File: src/rtl/sod_cursor_ctrl.sv
// Input stage for the 4x4 sudoku board: button sync/edge detect, cursor moves with
// auto-repeat, digit-entry pulses gated by the locked diagonal, and cursor blink.
module sod_cursor_ctrl #(
  parameter int unsigned REPEAT_DELAY = 25000000,
  parameter int unsigned REPEAT_RATE  = 10000000,
  parameter int unsigned BLINK_PERIOD = 12500000
) (
  input  logic       i_clk,
  input  logic       i_reset,
  input  logic       i_new_game,
  input  logic       i_up,
  input  logic       i_down,
  input  logic       i_left,
  input  logic       i_right,
  input  logic       i_btn_zero,
  input  logic       i_btn_one,
  input  logic       i_btn_two,
  input  logic       i_btn_three,
  output logic [1:0] o_location_x,
  output logic [1:0] o_location_y,
  output logic       o_zero,
  output logic       o_one,
  output logic       o_two,
  output logic       o_three,
  output logic       o_locked_hit,
  output logic       o_cursor_blink
);

  localparam int unsigned RptMax = (REPEAT_DELAY > REPEAT_RATE) ? REPEAT_DELAY : REPEAT_RATE;
  localparam int unsigned CntW   = $clog2(RptMax);
  localparam int unsigned BlkW   = (BLINK_PERIOD > 1) ? $clog2(BLINK_PERIOD) : 1;
  localparam logic [CntW-1:0] DelayLast = CntW'(REPEAT_DELAY - 1);
  localparam logic [CntW-1:0] RateLast  = CntW'(REPEAT_RATE - 1);
  localparam logic [BlkW-1:0] BlinkLast = BlkW'(BLINK_PERIOD - 1);

  typedef enum logic [1:0] {StIdle, StDelay, StRepeat} state_e;

  // Bit order: {three, two, one, zero, right, left, down, up}
  logic [7:0]      w_raw, r_s1, r_s2, r_prev, w_press;
  logic [3:0]      w_dir_s2, w_digit_sel, r_digit;
  logic            w_digit_any, w_locked, r_locked_hit;
  state_e          r_state, w_state_d;
  logic [1:0]      r_dir, w_dir_d, w_new_dir, w_move_dir;
  logic [CntW-1:0] r_cnt, w_cnt_d;
  logic            w_move, w_move_ok;
  logic [1:0]      r_loc_x, r_loc_y, w_loc_x_d, w_loc_y_d;
  logic [BlkW-1:0] r_bcnt, w_bcnt_d;
  logic            r_blink, w_blink_d;

  assign w_raw = {i_btn_three, i_btn_two, i_btn_one, i_btn_zero, i_right, i_left, i_down, i_up};
  assign w_press     = r_s2 & ~r_prev;
  assign w_dir_s2    = r_s2[3:0];
  assign w_digit_any = |w_press[7:4];
  assign w_locked    = (r_loc_x == r_loc_y);
  assign w_move_ok   = w_move & ~w_digit_any;

  always_comb begin
    w_digit_sel = 4'b0000;
    if (w_press[4])      w_digit_sel = 4'b0001;
    else if (w_press[5]) w_digit_sel = 4'b0010;
    else if (w_press[6]) w_digit_sel = 4'b0100;
    else if (w_press[7]) w_digit_sel = 4'b1000;
  end

  always_comb begin
    w_new_dir = 2'd3;
    if (w_press[0])      w_new_dir = 2'd0;
    else if (w_press[1]) w_new_dir = 2'd1;
    else if (w_press[2]) w_new_dir = 2'd2;
  end

  // Repeat FSM keeps timing even when a digit press suppresses the move.
  always_comb begin
    w_state_d  = r_state;
    w_dir_d    = r_dir;
    w_cnt_d    = r_cnt;
    w_move     = 1'b0;
    w_move_dir = r_dir;
    unique case (r_state)
      StIdle: begin
        if (|w_press[3:0]) begin
          w_state_d  = StDelay;
          w_dir_d    = w_new_dir;
          w_move_dir = w_new_dir;
          w_cnt_d    = '0;
          w_move     = 1'b1;
        end
      end
      StDelay, StRepeat: begin
        if (!w_dir_s2[r_dir]) begin
          w_state_d = StIdle;
          w_cnt_d   = '0;
        end else if (r_cnt == ((r_state == StDelay) ? DelayLast : RateLast)) begin
          w_state_d = StRepeat;
          w_cnt_d   = '0;
          w_move    = 1'b1;
        end else begin
          w_cnt_d = r_cnt + CntW'(1);
        end
      end
      default: begin
        w_state_d = StIdle;
        w_cnt_d   = '0;
      end
    endcase
  end

  always_comb begin
    w_loc_x_d = r_loc_x;
    w_loc_y_d = r_loc_y;
    if (w_move_ok) begin
      case (w_move_dir)
        2'd0:    w_loc_y_d = r_loc_y - 2'd1;
        2'd1:    w_loc_y_d = r_loc_y + 2'd1;
        2'd2:    w_loc_x_d = r_loc_x - 2'd1;
        default: w_loc_x_d = r_loc_x + 2'd1;
      endcase
    end
  end

  always_comb begin
    w_blink_d = r_blink;
    w_bcnt_d  = r_bcnt + BlkW'(1);
    if (w_move_ok) begin
      w_blink_d = 1'b1;
      w_bcnt_d  = '0;
    end else if (r_bcnt == BlinkLast) begin
      w_blink_d = ~r_blink;
      w_bcnt_d  = '0;
    end
  end

  always_ff @(posedge i_clk) begin
    if (i_reset) begin
      r_s1         <= '0;
      r_s2         <= '0;
      r_prev       <= '0;
      r_state      <= StIdle;
      r_dir        <= 2'd0;
      r_cnt        <= '0;
      r_loc_x      <= 2'd1;
      r_loc_y      <= 2'd0;
      r_digit      <= '0;
      r_locked_hit <= 1'b0;
      r_bcnt       <= '0;
      r_blink      <= 1'b1;
    end else begin
      r_s1   <= w_raw;
      r_s2   <= r_s1;
      // Loading prev from s2 on newGame too means a held button yields no edge.
      r_prev <= r_s2;
      if (i_new_game) begin
        r_state      <= StIdle;
        r_dir        <= 2'd0;
        r_cnt        <= '0;
        r_loc_x      <= 2'd1;
        r_loc_y      <= 2'd0;
        r_digit      <= '0;
        r_locked_hit <= 1'b0;
        r_bcnt       <= '0;
        r_blink      <= 1'b1;
      end else begin
        r_state      <= w_state_d;
        r_dir        <= w_dir_d;
        r_cnt        <= w_cnt_d;
        r_loc_x      <= w_loc_x_d;
        r_loc_y      <= w_loc_y_d;
        r_digit      <= w_locked ? 4'b0000 : w_digit_sel;
        r_locked_hit <= w_digit_any & w_locked;
        r_bcnt       <= w_bcnt_d;
        r_blink      <= w_blink_d;
      end
    end
  end

  assign o_location_x   = r_loc_x;
  assign o_location_y   = r_loc_y;
  assign o_zero         = r_digit[0];
  assign o_one          = r_digit[1];
  assign o_two          = r_digit[2];
  assign o_three        = r_digit[3];
  assign o_locked_hit   = r_locked_hit;
  assign o_cursor_blink = r_blink;

endmodule

File: config.mk
export PLATFORM = sky130hd
export DESIGN_NAME = sod_cursor_ctrl
export DESIGN_NICKNAME = d
export VERILOG_FILES = /design/src/rtl/sod_cursor_ctrl.sv
export SDC_FILE = /design/constraint.sdc
export NUM_CORES = 1
export LEC_CHECK = 0
export ABC_AREA = 1
export BUFFER_PORTS_ARGS = -buffer_cell sky130_fd_sc_hd__buf_2
export CAP_MARGIN = 10
export CORE_MARGIN = 5
export CORE_UTILIZATION = 55
export CTS_CLUSTER_DIAMETER = 150
export DETAILED_ROUTE_END_ITERATION = 8
export PLACE_DENSITY = 0.84
export SYNTH_ARGS = -nofsm -noshare
export SYNTH_HDL_FRONTEND = slang
export SYNTH_SLANG_ARGS = --single-unit
File: constraint.sdc
create_clock -name i_clk -period 2.45 [get_ports i_clk]
set_clock_uncertainty 0.05 [all_clocks]
set_input_delay 0 -clock i_clk [delete_from_list [all_inputs] [get_ports i_clk]]
set_output_delay 0 -clock i_clk [all_outputs]
set_load 0.05 [all_outputs]
Yosys cells after proc, flatten, opt, wreduce, memory -nomap -nowiden. Cells that the tools add are included.

Add/subtract/negate cells: 6. Equal/unequal tests: 9. Mux-type cells: 26. Order comparisons: 1. Bitwise gates (word level): 7. Reduce and logical (&&, ||, !) cells: 17.

Operators with widths (number): $mux W25 (4); $pmux W25 S2 (1); $add A25 B1 Y25 const B (1); $eq A25 B25 Y1 (1); $add A24 B1 Y24 const B (1); $eq A24 B24 Y1 const B (1); $mux W2 (8); $reduce_or A4 Y1 (4); $pmux W2 S2 (3); $and A8 B8 Y8 (1); $not A8 Y8 (1); $mux W1 (6); $reduce_and A2 Y1 (3); $reduce_or A2 Y1 (3); $reduce_or A3 Y1 (2); $reduce_or A6 Y1 (1); $reduce_or A5 Y1 (1); $add A2 B1 Y2 const B (2); $eq A2 B1 Y1 const B (2); $eq A2 B2 Y1 const B (2); $logic_not A2 Y1 (2); $mux W4 (1); $sub A2 B1 Y2 const B (2); $lt A2 B3 Y1 const B (1); other kinds (9) (12).

Register bits: 87. Logic and storage cells: 81. Output and inout bits: 10. Input port bits: 11.

Logic depth before layout (Yosys ltp). Gate-level depths: netlist (run 1).

Depth in word-level cells: 11. Mapped depth: 14. Gate-level depth less buffers: 14.

Least setup slack after synthesis (run 1). OpenSTA, ideal clock, no wires.

Path type: reg2reg. Start: register r_state[1]. End: register r_bcnt[17]. Required time: 2273 ps. Path slack: 657 ps. Period minus slack after synthesis: 1793 ps. Setup time: 127 ps. Data arrival time: 1617 ps. Stages on the path, launching flop included: 14. Buffers on the path: 1. Cells stage by stage: dfxtp_1 > inv_1 > ha_1 > inv_1 > nand2_1 > o21ai_0 > nand3_1 > nor2_1 > nand3_2 > nand2_2 > nand2_4 > nand3_4 > buf_6 > nor3_2.

Cells in the longest elaborated chain, start to end: 8. Elaborated cells between the ends (all ways): 11. Classes of those cells: eq/ne (3); mux (4); bitwise (1); reduce/logical (3).

Ends and longest elaborated chain: start, declared (line 42) `state_e r_state, w_state_d;`; start signal, assigned (line 138) `r_state <= StIdle;`; start signal, assigned (line 153) `r_state <= StIdle;`; start signal, assigned (line 163) `r_state <= w_state_d;`; $eq A2 B1 Y1 (line 79, 93); $mux W25 (line 93) `end else if (r_cnt == ((r_state == StDelay) ? DelayLast : RateLast)) begin`; $eq A25 B25 Y1 (line 93); $mux W1 (line 93); $mux W1 (line 90) `if (!w_dir_s2[r_dir]) begin`; $pmux W1 S2 * (line 79) `unique case (r_state)`; $and A1 B1 Y1 * (line 55) `assign w_move_ok = w_move & ~w_digit_any;`; $reduce_or A4 Y1 (no line) *; end signal, assigned (line 170) `r_bcnt <= w_bcnt_d;`; end, declared (line 47) `logic [BlkW-1:0] r_bcnt, w_bcnt_d;`.

Mark *: on every way between the ends. The rest lies on a longest branch, timed or not. A chain may end at the register's enable or synchronous reset.

Worst setup path after layout (run 1).
Start: register r_state[1]. End: register r_bcnt[19].

Same word-level chain as after synthesis.

==> results.md, run 1 <==
Outcome:
- The run finished with clean final reports.

Floorplanning:
- The x dimension of the die is 96.2 µm.
- The die height is 96.2 µm.
- During I/O placement, the number of pins put on the boundary was 21.
- The floorplan row count is 31.
- The die covers 0.00926 mm².
- The effective utilization at floorplan is 0.564.
- The placeable core region is 0.00725 mm².

Timing:
- The worst pin sits at a relative slew slack of 0.626.
- Setup violations remaining at the end of the flow were counted as 0.
- Static timing analysis puts the maximum clock frequency at 467 MHz.
- The final max-slew violation count is 0.
- The final cycle utilization of the critical path is 0.875.
- The setup total negative slack is 0 ns.
- Setup repair after global routing left no endpoint under its margin.
- The final number of hold-violating endpoints was 0.
- The routed design could run at a clock period as short as 2.14 ns.
- The transition time of the tightest slew-check pin is 0.556 ns.

Layout:
- The final net count is 613.
- The repair_antennas step left the layout with diodes totalling 0.
- The most frequent standard cell in the layout excluding fill and tap cells is nand2_1.
- The layout cell share with drive strength beyond 1 is 0.126.
- The signed area change from the synthesized netlist to the final layout is 12.9%.
- Once layout is complete, the utilization of the core stands at 0.637.
- Leaving out fill and tap cells, the most frequent cells in the layout are 106 x nand2_1, 100 x nor2_1, 87 x dfxtp_1.

Clocking:
- TritonCTS built the clock tree.
- Clock tree synthesis found a total of 87 sinks.
- Clock-pin slew was measured on the worst setup and hold paths at 0.09 ns.
- The root buffer cell is clkbuf_8.
- In this run the post-CTS setup repair buffer count came out at 0.
- The clock passes through at most 2 buffers.
- The clock tree synthesis step divided the H-tree into 3 levels.
- The worst-skew pair later-pin latency is 0.36 ns.
- The number of clock buffers added by TritonCTS is 9.

Detailed routing:
- The final layout contains routed wiring with a total length of 8.33 mm.
- The number of vias after detailed routing is 3585.
- In this run, the number of DRC markers left after iteration 0 of detailed routing was 172.
- In the final routed layout, each cell accounts on average for 11.9 µm.
- The DRC violations left is 0.
- After detailed routing, the number of vias per cell comes to 5.12.
- In this run the remaining antenna-violating nets after routing total 0.
- The detailed-routing iteration count for the pre-antenna-repair pass is 5.

Worst setup path:
- STA puts the critical path data arrival time at 2.34 ns.
- In this run the worst path has a maximum fanout of 24.
- Traced cell by cell, the critical path runs through inv_1, ha_1, inv_1, nand2_1, o21ai_0, nand3_1, nor2_1, nand3_2, nand2_2, nand2_4, nand3_4, nor3_1.
- The kind of launch point of the worst setup path is a flip-flop.
- The worst setup path is captured at a flip-flop.
- The delay contributed by the slowest stage of the critical path is 0.34 ns.
- The most prevalent standard cell on the critical path is inv_1.
- The worst-path cell with the longest stage delay is dfxtp_1.
- The class of the most critical setup path is flip-flop to flip-flop.
- STA puts the critical path data required time at 2.65 ns.

Power and ir drop:
- For this design the static power due to leakage is 1.79 nW.
- The cell area power density is 566 mW/mm².
- The worst-case IR drop observed on VDD is 0.427 mV.

Synth:
- The number of instances in the synthesized netlist is 556.
- Of the total synthesized cell area, the portion taken by AND, OR, NAND and NOR gates is 0.375.
- Each instance of the synthesized netlist takes up on average 7.36 µm².
- The Yosys step of the flow raised 0 warnings.
- The main combinational cell family by area after synthesis is simple AND/OR/NAND/NOR gates.
- The arithmetic-cell share of the synthesized area counting full adders, half adders and majority gates is 0.0184.
- The cell taking the most area after synthesis is dfxtp_1.
- By area the synthesized netlist is led by dfxtp_1 43%, nand2_1 9.7%, nor2_1 9.2%.
- The portion of synthesized area spent on multiplexers is 0.
- Of the total synthesized cell area, the portion taken by XOR and XNOR cells is 0.0557.
- Summing every instance area after synthesis gives 0.00409 mm².
- The number of distinct library cell variants in the gate-level netlist after synthesis is 37.
- Of the post-synthesis cell area, the dominant cell type holds 0.426.
- The area fraction in compound gates after synthesis is 0.0404.
- Synthesis produced a netlist with a net count of 573.
- The fraction of the yosys area taken by sequential cells is 0.426.
- The synthesized design contains 87 register bits.

Global route:
- Entering global routing, the biggest net connects 27 pins.
- The number of global-route vias before repair is 3438.
- In the global route stage, overall resource usage came out at 0.196.
- The global-route wire length before repair is 14.3 mm.
- The total global routing overflow is 0.
- The initial antenna violation count is 0.

Place:
- The number of port buffers is 20.
- Routability-driven placement finished with a final weighted congestion of 0.885.
- The half-perimeter wire length after placement is 5.74 mm.

Worst hold path:
- The class of the tightest hold or removal check is primary input to flip-flop.

Run:
- The count of max-cap constraint violations is 0.
## registers in the layout, summed over array words and instances (netlist names)
name,flops
r_digit,4
r_dir,2
r_state,2
o_location_y,2
r_bcnt,24
o_location_x,2
r_prev,8
r_cnt,25
o_cursor_blink,1
o_locked_hit,1
r_s2,8
r_s1,8
## per-layer routing
| metal | routed length, µm | vias to the layer above | global-route usage |
|---|---|---|---|
| li1 | - | 1831 | - |
| met1 | 3690 | 1663 | 0.220 |
| met2 | 4150 | 78 | 0.352 |
| met3 | 345 | 13 | 0.0571 |
| met4 | 135 | 0 | 0.0664 |
| met5 | 0 | - | 0 |
## Yosys cell counts
| cell type | n |
|---|---|
| or2_1 | 1 |
| a211oi_1 | 1 |
| buf_4 | 1 |
| nor4_2 | 1 |
| nand2_4 | 2 |
| or2_2 | 5 |
| nor2_2 | 5 |
| o21ai_0 | 5 |
| buf_6 | 3 |
| nand3b_1 | 4 |
| dfxtp_1 | 87 |
| a31oi_1 | 1 |
| nor3_1 | 22 |
| xnor2_1 | 6 |
| a21boi_0 | 1 |
| buf_1 | 1 |
| nor4_1 | 7 |
| a21boi_1 | 1 |
| nand3_2 | 2 |
| nor2_4 | 6 |
| clkbuf_1 | 3 |
| inv_1 | 75 |
| nand3_4 | 2 |
| a21oi_1 | 19 |
| nor3_2 | 5 |
| a21oi_2 | 1 |
| nor2_1 | 100 |
| nand4_1 | 12 |
| nand3_1 | 31 |
| nand2_1 | 106 |
| o211ai_1 | 1 |
| inv_2 | 2 |
| xor2_1 | 20 |
| or2_0 | 1 |
| ha_1 | 6 |
| nand2_2 | 8 |
| nor3b_1 | 2 |
## stage by stage
stage          std cells  cell area (µm²)  power [mW]  worst slack (ns)  hold slack [ns]
2_1_floorplan        556             4090        1.63             0.657           0.0570
3_5_place_dp         668             4270        1.67             0.240            0.158
3_3_place_gp         668             4270        1.66             0.405            0.148
4_1_cts              700             4610        2.63             0.227            0.334
6_report             700             4620        2.61             0.307            0.350
5_1_grt              700             4620        2.72            0.0825            0.354
## cell type report
cell class / count / area (µm²)
timing repair buffer: 37 / 268
clock buffer: 10 / 138
inverter: 77 / 289
sequential: 87 / 1740
tap: 99 / 124
multi-input combinational: 384 / 2010
clock inverter: 6 / 50.0
fill: 605 / 2640
## power breakdown
| part | leakage [nW] | switching [mW] | internal, mW | total, mW |
|---|---|---|---|---|
| logic | 0.999 | 0.140 | 0.0687 | 0.208 |
| registers | 0.706 | 0.0138 | 1.44 | 1.45 |
| clock network | 0.0899 | 0.543 | 0.408 | 0.952 |
| total | 1.79 | 0.697 | 1.92 | 2.61 |
## worst max-delay path, delay by kind of cell, from the launching register on
kind | cells | cell delay [ns]
AND/OR/NAND/NOR | 8 | 0.98
flip-flops | 1 | 0.34
adder cells (fa/ha/maj) | 1 | 0.26
AO/OA/AOI/OAI | 1 | 0.22
buffers and inverters | 2 | 0.18
## logic make-up after synthesis
logic type | Yosys count
fa+ha+maj | 6
flops | 87
buf+inv | 85
xor+xnor | 26
simple gates | 322
compound gates | 30
## worst paths after layout
| kind | start | to | slack [ns] | cells after the start |
|---|---|---|---|---|
| hold reg to reg | r_s1[5]$_SDFF_PP0_ | r_s2[5]$_SDFF_PP0_ | 0.36 | 2 |
| setup / recovery | r_state[1]$_SDFFE_PP0P_ | r_bcnt[19]$_SDFF_PP0_ | 0.31 | 12 |
| hold / removal | i_btn_zero | r_s1[4]$_SDFF_PP0_ | 0.35 | 4 |
| setup reg to reg | r_state[1]$_SDFFE_PP0P_ | r_bcnt[19]$_SDFF_PP0_ | 0.31 | 12 |
## repair_timing
| item | CTS | global route |
|---|---|---|
| hold buffers | 16 | 0 |
| endpoints found under the setup margin | 0 | 8 |
| hold endpoints to repair | 29 | 0 |
| resized for setup | 0 | 1 |
(Power assumes the default switching activity.)
==> run 2: changes to the inputs <==
Settings changed: SKIP_CTS_REPAIR_TIMING from default to 1.
Clock period 2.45 ns to 2.4 ns, I/O delays scaled along.
==> run 2 against run 1 <==
Effect of this change:
- die area unchanged
- clock power up 17%
- sequential power about the same
- count of clock-buffer cells in the layout unchanged
- power up 6.9%
- combinational power down 4%
- sequential share of layout area up 0.32 points
- non-clock buffer count down 7
- setup slack better by 0.012 ns
- maximum frequency up 3.0%
- critical path depth unchanged
- hold slack worse by 0.34 ns
- critical path type unchanged
- critical endpoint is now r_bcnt[2]$_SDFF_PP0_
- largest power group unchanged
- highest routed layer unchanged
==> results.md, run 2 (synthesized netlist as in run 1, its figures left out) <==
Outcome:
- The run finished with clean final reports.

Global route:
- The number of global-route vias before repair is 3226.
- The layer with the highest usage is met2.
- The total global routing overflow is 0.
- The met1 usage is 0.216.
- The global-route wire length before repair is 13.4 mm.
- The maximum number of pins on one net before global-route repair is 27.
- In the global route stage, overall resource usage came out at 0.182.
- The global routing met2 resource utilization is 0.316.
- The initial antenna violation count is 0.
- For met3 alone, demand over resource in global routing was 0.0469.

Worst setup path:
- The kind of launch point of the worst setup path is a flip-flop.
- For the worst setup path, the data required time is 2.58 ns.
- The largest fanout on the critical path is 24.
- The worst register-to-register path begins at r_state[1]$_SDFFE_PP0P_.
- By startpoint and endpoint, the worst setup path is classified as flip-flop to flip-flop.
- The arrival time of the worst setup path is 2.26 ns.
- Tracing the worst setup path back leads to its startpoint at r_state[1]$_SDFFE_PP0P_.
- The worst setup path is captured at a flip-flop.

Clocking:
- The tree is rooted in a clkbuf_8.
- The buffer depth of the longest clock path is 2.
- The clock drives 87 sinks.
- The worst-skew pair later-pin latency is 0.35 ns.
- The TritonCTS clock tree is yes.
- The number of buffers inserted during clock tree synthesis is 9.
- The register clock-pin slew on the reported worst setup and hold paths is 0.08 ns.
- CTS built an H-tree with a depth of 3.

Layout:
- The signed area change from the synthesized netlist to the final layout is 12.0%.
- The number of flip-flops under the largest register name is 25.
- The largest registers in the layout are r_cnt x25, r_bcnt x24.
- The library cell used most frequently in the layout, excluding fill and tap cells, is nand2_1.
- Leaving out fill and tap cells, the most frequent cells in the layout are 106 x nand2_1, 100 x nor2_1, 87 x dfxtp_1.
- The repair_antennas step left the layout with diodes totalling 0.
- Fill cells in the final layout number 626.
- The core utilization of the finished layout is 0.631.
- The final net count is 606.
- The layout cell share with drive strength beyond 1 is 0.126.
- r_cnt holds more flip-flops than any other register.
- The final design area excluding fillers is 0.00458 mm².

Timing:
- The routed design could run at a clock period as short as 2.08 ns.
- The worst max-slew margin expressed relative to the limit is 0.649.
- Setup repair after global routing left no endpoint under its margin.
- The maximum clock frequency is 480 MHz.
- The final cycle utilization of the critical path is 0.867.
- The final number of hold-violating endpoints is 0.
- The total of endpoints with negative setup slack in the final report is 0.
- The final max-slew violation count was 0.
- After routing, the total negative slack on setup checks comes to 0 ns.
- For the pin with the worst max-slew slack, the measured transition is 0.523 ns.

Floorplanning:
- The x dimension of the die is 96.2 µm.
- The region available for standard cell placement spans 0.00725 mm².
- 21 I/O pins were placed.
- The die footprint is 0.00926 mm².
- The effective utilization at floorplan is 0.564.
- Row generation in the floorplan step produced 31 rows.
- The die height is 96.2 µm.

Place:
- Detailed placement finished with a half-perimeter wire length of 5.69 mm.
- In this run the cell area measured after placement is 0.00427 mm².
- The routability congestion estimate is 0.885.
- In this run the tool buffered the top-level ports with 20 buffer cells.

Detailed routing:
- The sum of routed wire length over all layers is 7.89 mm.
- Dividing the detail-routed via count by the number of cells gives 5.09.
- The DRC marker count from the first detailed-route iteration is 169.
- The detailed-routing iteration count for the pre-antenna-repair pass is 5.
- The DRC violations left is 0.
- The final routed wire length divided by cell count is 11.4 µm.
- The remaining antenna violation count after routing is 0.
- The routed layout has 3520 vias.

Power and ir drop:
- The leakage component of the power is 1.78 nW.
- The combinational group share of total power is 0.072.
- Of the total power, the clock network draws 0.397.
- Cell internal power was estimated by the tool at 2.14 mW.
- Power spread over the standard cell area amounts to 610 mW/mm².
- In this run the power spent charging and discharging nets is 651 µW.
- The switching power as a share of total power is 0.233.
- Across the VDD grid, the largest voltage drop is 0.362 mV.
- The share of total power dissipated in sequential elements is 0.531.

Worst hold path:
- In this run the most critical hold path is launched from i_reset.
- The class of the tightest hold or removal check is primary input to flip-flop.

Run:
- Across the run, the number of max-cap violations was 0.
==> run 2: cell types whose count changed in the layout (fill, tap and decap cells not counted) <==
| cell | previous run | this run |
|---|---|---|
| clkinv_2 | 0 | 1 |
| clkinv_4 | 1 | 0 |
| bufinv_16 | 0 | 2 |
| clkinvlp_4 | 2 | 1 |
| inv_6 | 3 | 1 |
| dlygate4sd3_1 | 16 | 9 |
==> run 2: power by group through the flow <==
stage / Combinational [mW] / Sequential [mW] / Clock, mW
final: 0.200 / 1.48 / 1.11
after detailed placement: 0.186 / 1.52 / 0
after floorplan: 0.140 / 1.52 / 0
after CTS: 0.187 / 1.48 / 1.13
after global placement: 0.178 / 1.51 / 0
after global routing: 0.223 / 1.49 / 1.20
==> run 2: layout make-up <==
class	instances	area (µm²)	share of cell area
clock buffer	10	138	0.0301
clock inverter	5	81.3	0.0178
inverter	77	289	0.0631
multi-input combinational	384	2010	0.439
sequential	87	1740	0.380
tap	99	124	0.0270
timing repair buffer	30	198	0.0432
==> run 2: worst paths after layout <==
kind	to	slack [ns]	cells after the start
min reg2reg	r_s2[0]$_SDFF_PP0_	0.35	2
max reg2reg	r_bcnt[2]$_SDFF_PP0_	0.32	12
max	r_bcnt[2]$_SDFF_PP0_	0.32	12
min	r_prev[4]$_SDFF_PP0_	0.008	2
==> run 2: critical path, cell delays in order (launching register included) <==
cell,delay [ns]
dfxtp_1,0.34
inv_1,0.08
ha_1,0.27
inv_1,0.10
nand2_1,0.05
o21ai_0,0.17
nand3_1,0.09
nor2_1,0.17
nand3_2,0.11
nand2_2,0.11
nand2_4,0.08
nand3_4,0.24
nor3_1,0.09
==> run 2: layer usage <==
metal / wire length [µm] / share of wire / vias up
met5: 0 / 0 / -
met3: 364 / 0.046 / 11
met1: 3540 / 0.45 / 1623
met4: 74 / 0.0094 / 0
li1: - / - / 1812
met2: 3910 / 0.50 / 74
==> run 2: stage by stage <==
stage | setup slack [ns] | cells | power [mW] | hold slack [ns]
floorplan | 0.607 | 556 | 1.66 | 0.0570
global placement | 0.355 | 668 | 1.69 | 0.148
detailed placement | 0.230 | 668 | 1.70 | 0.158
CTS | 0.215 | 683 | 2.80 | -0.210
global route | 0.114 | 692 | 2.91 | 0.0105
finish | 0.319 | 692 | 2.79 | 0.00755
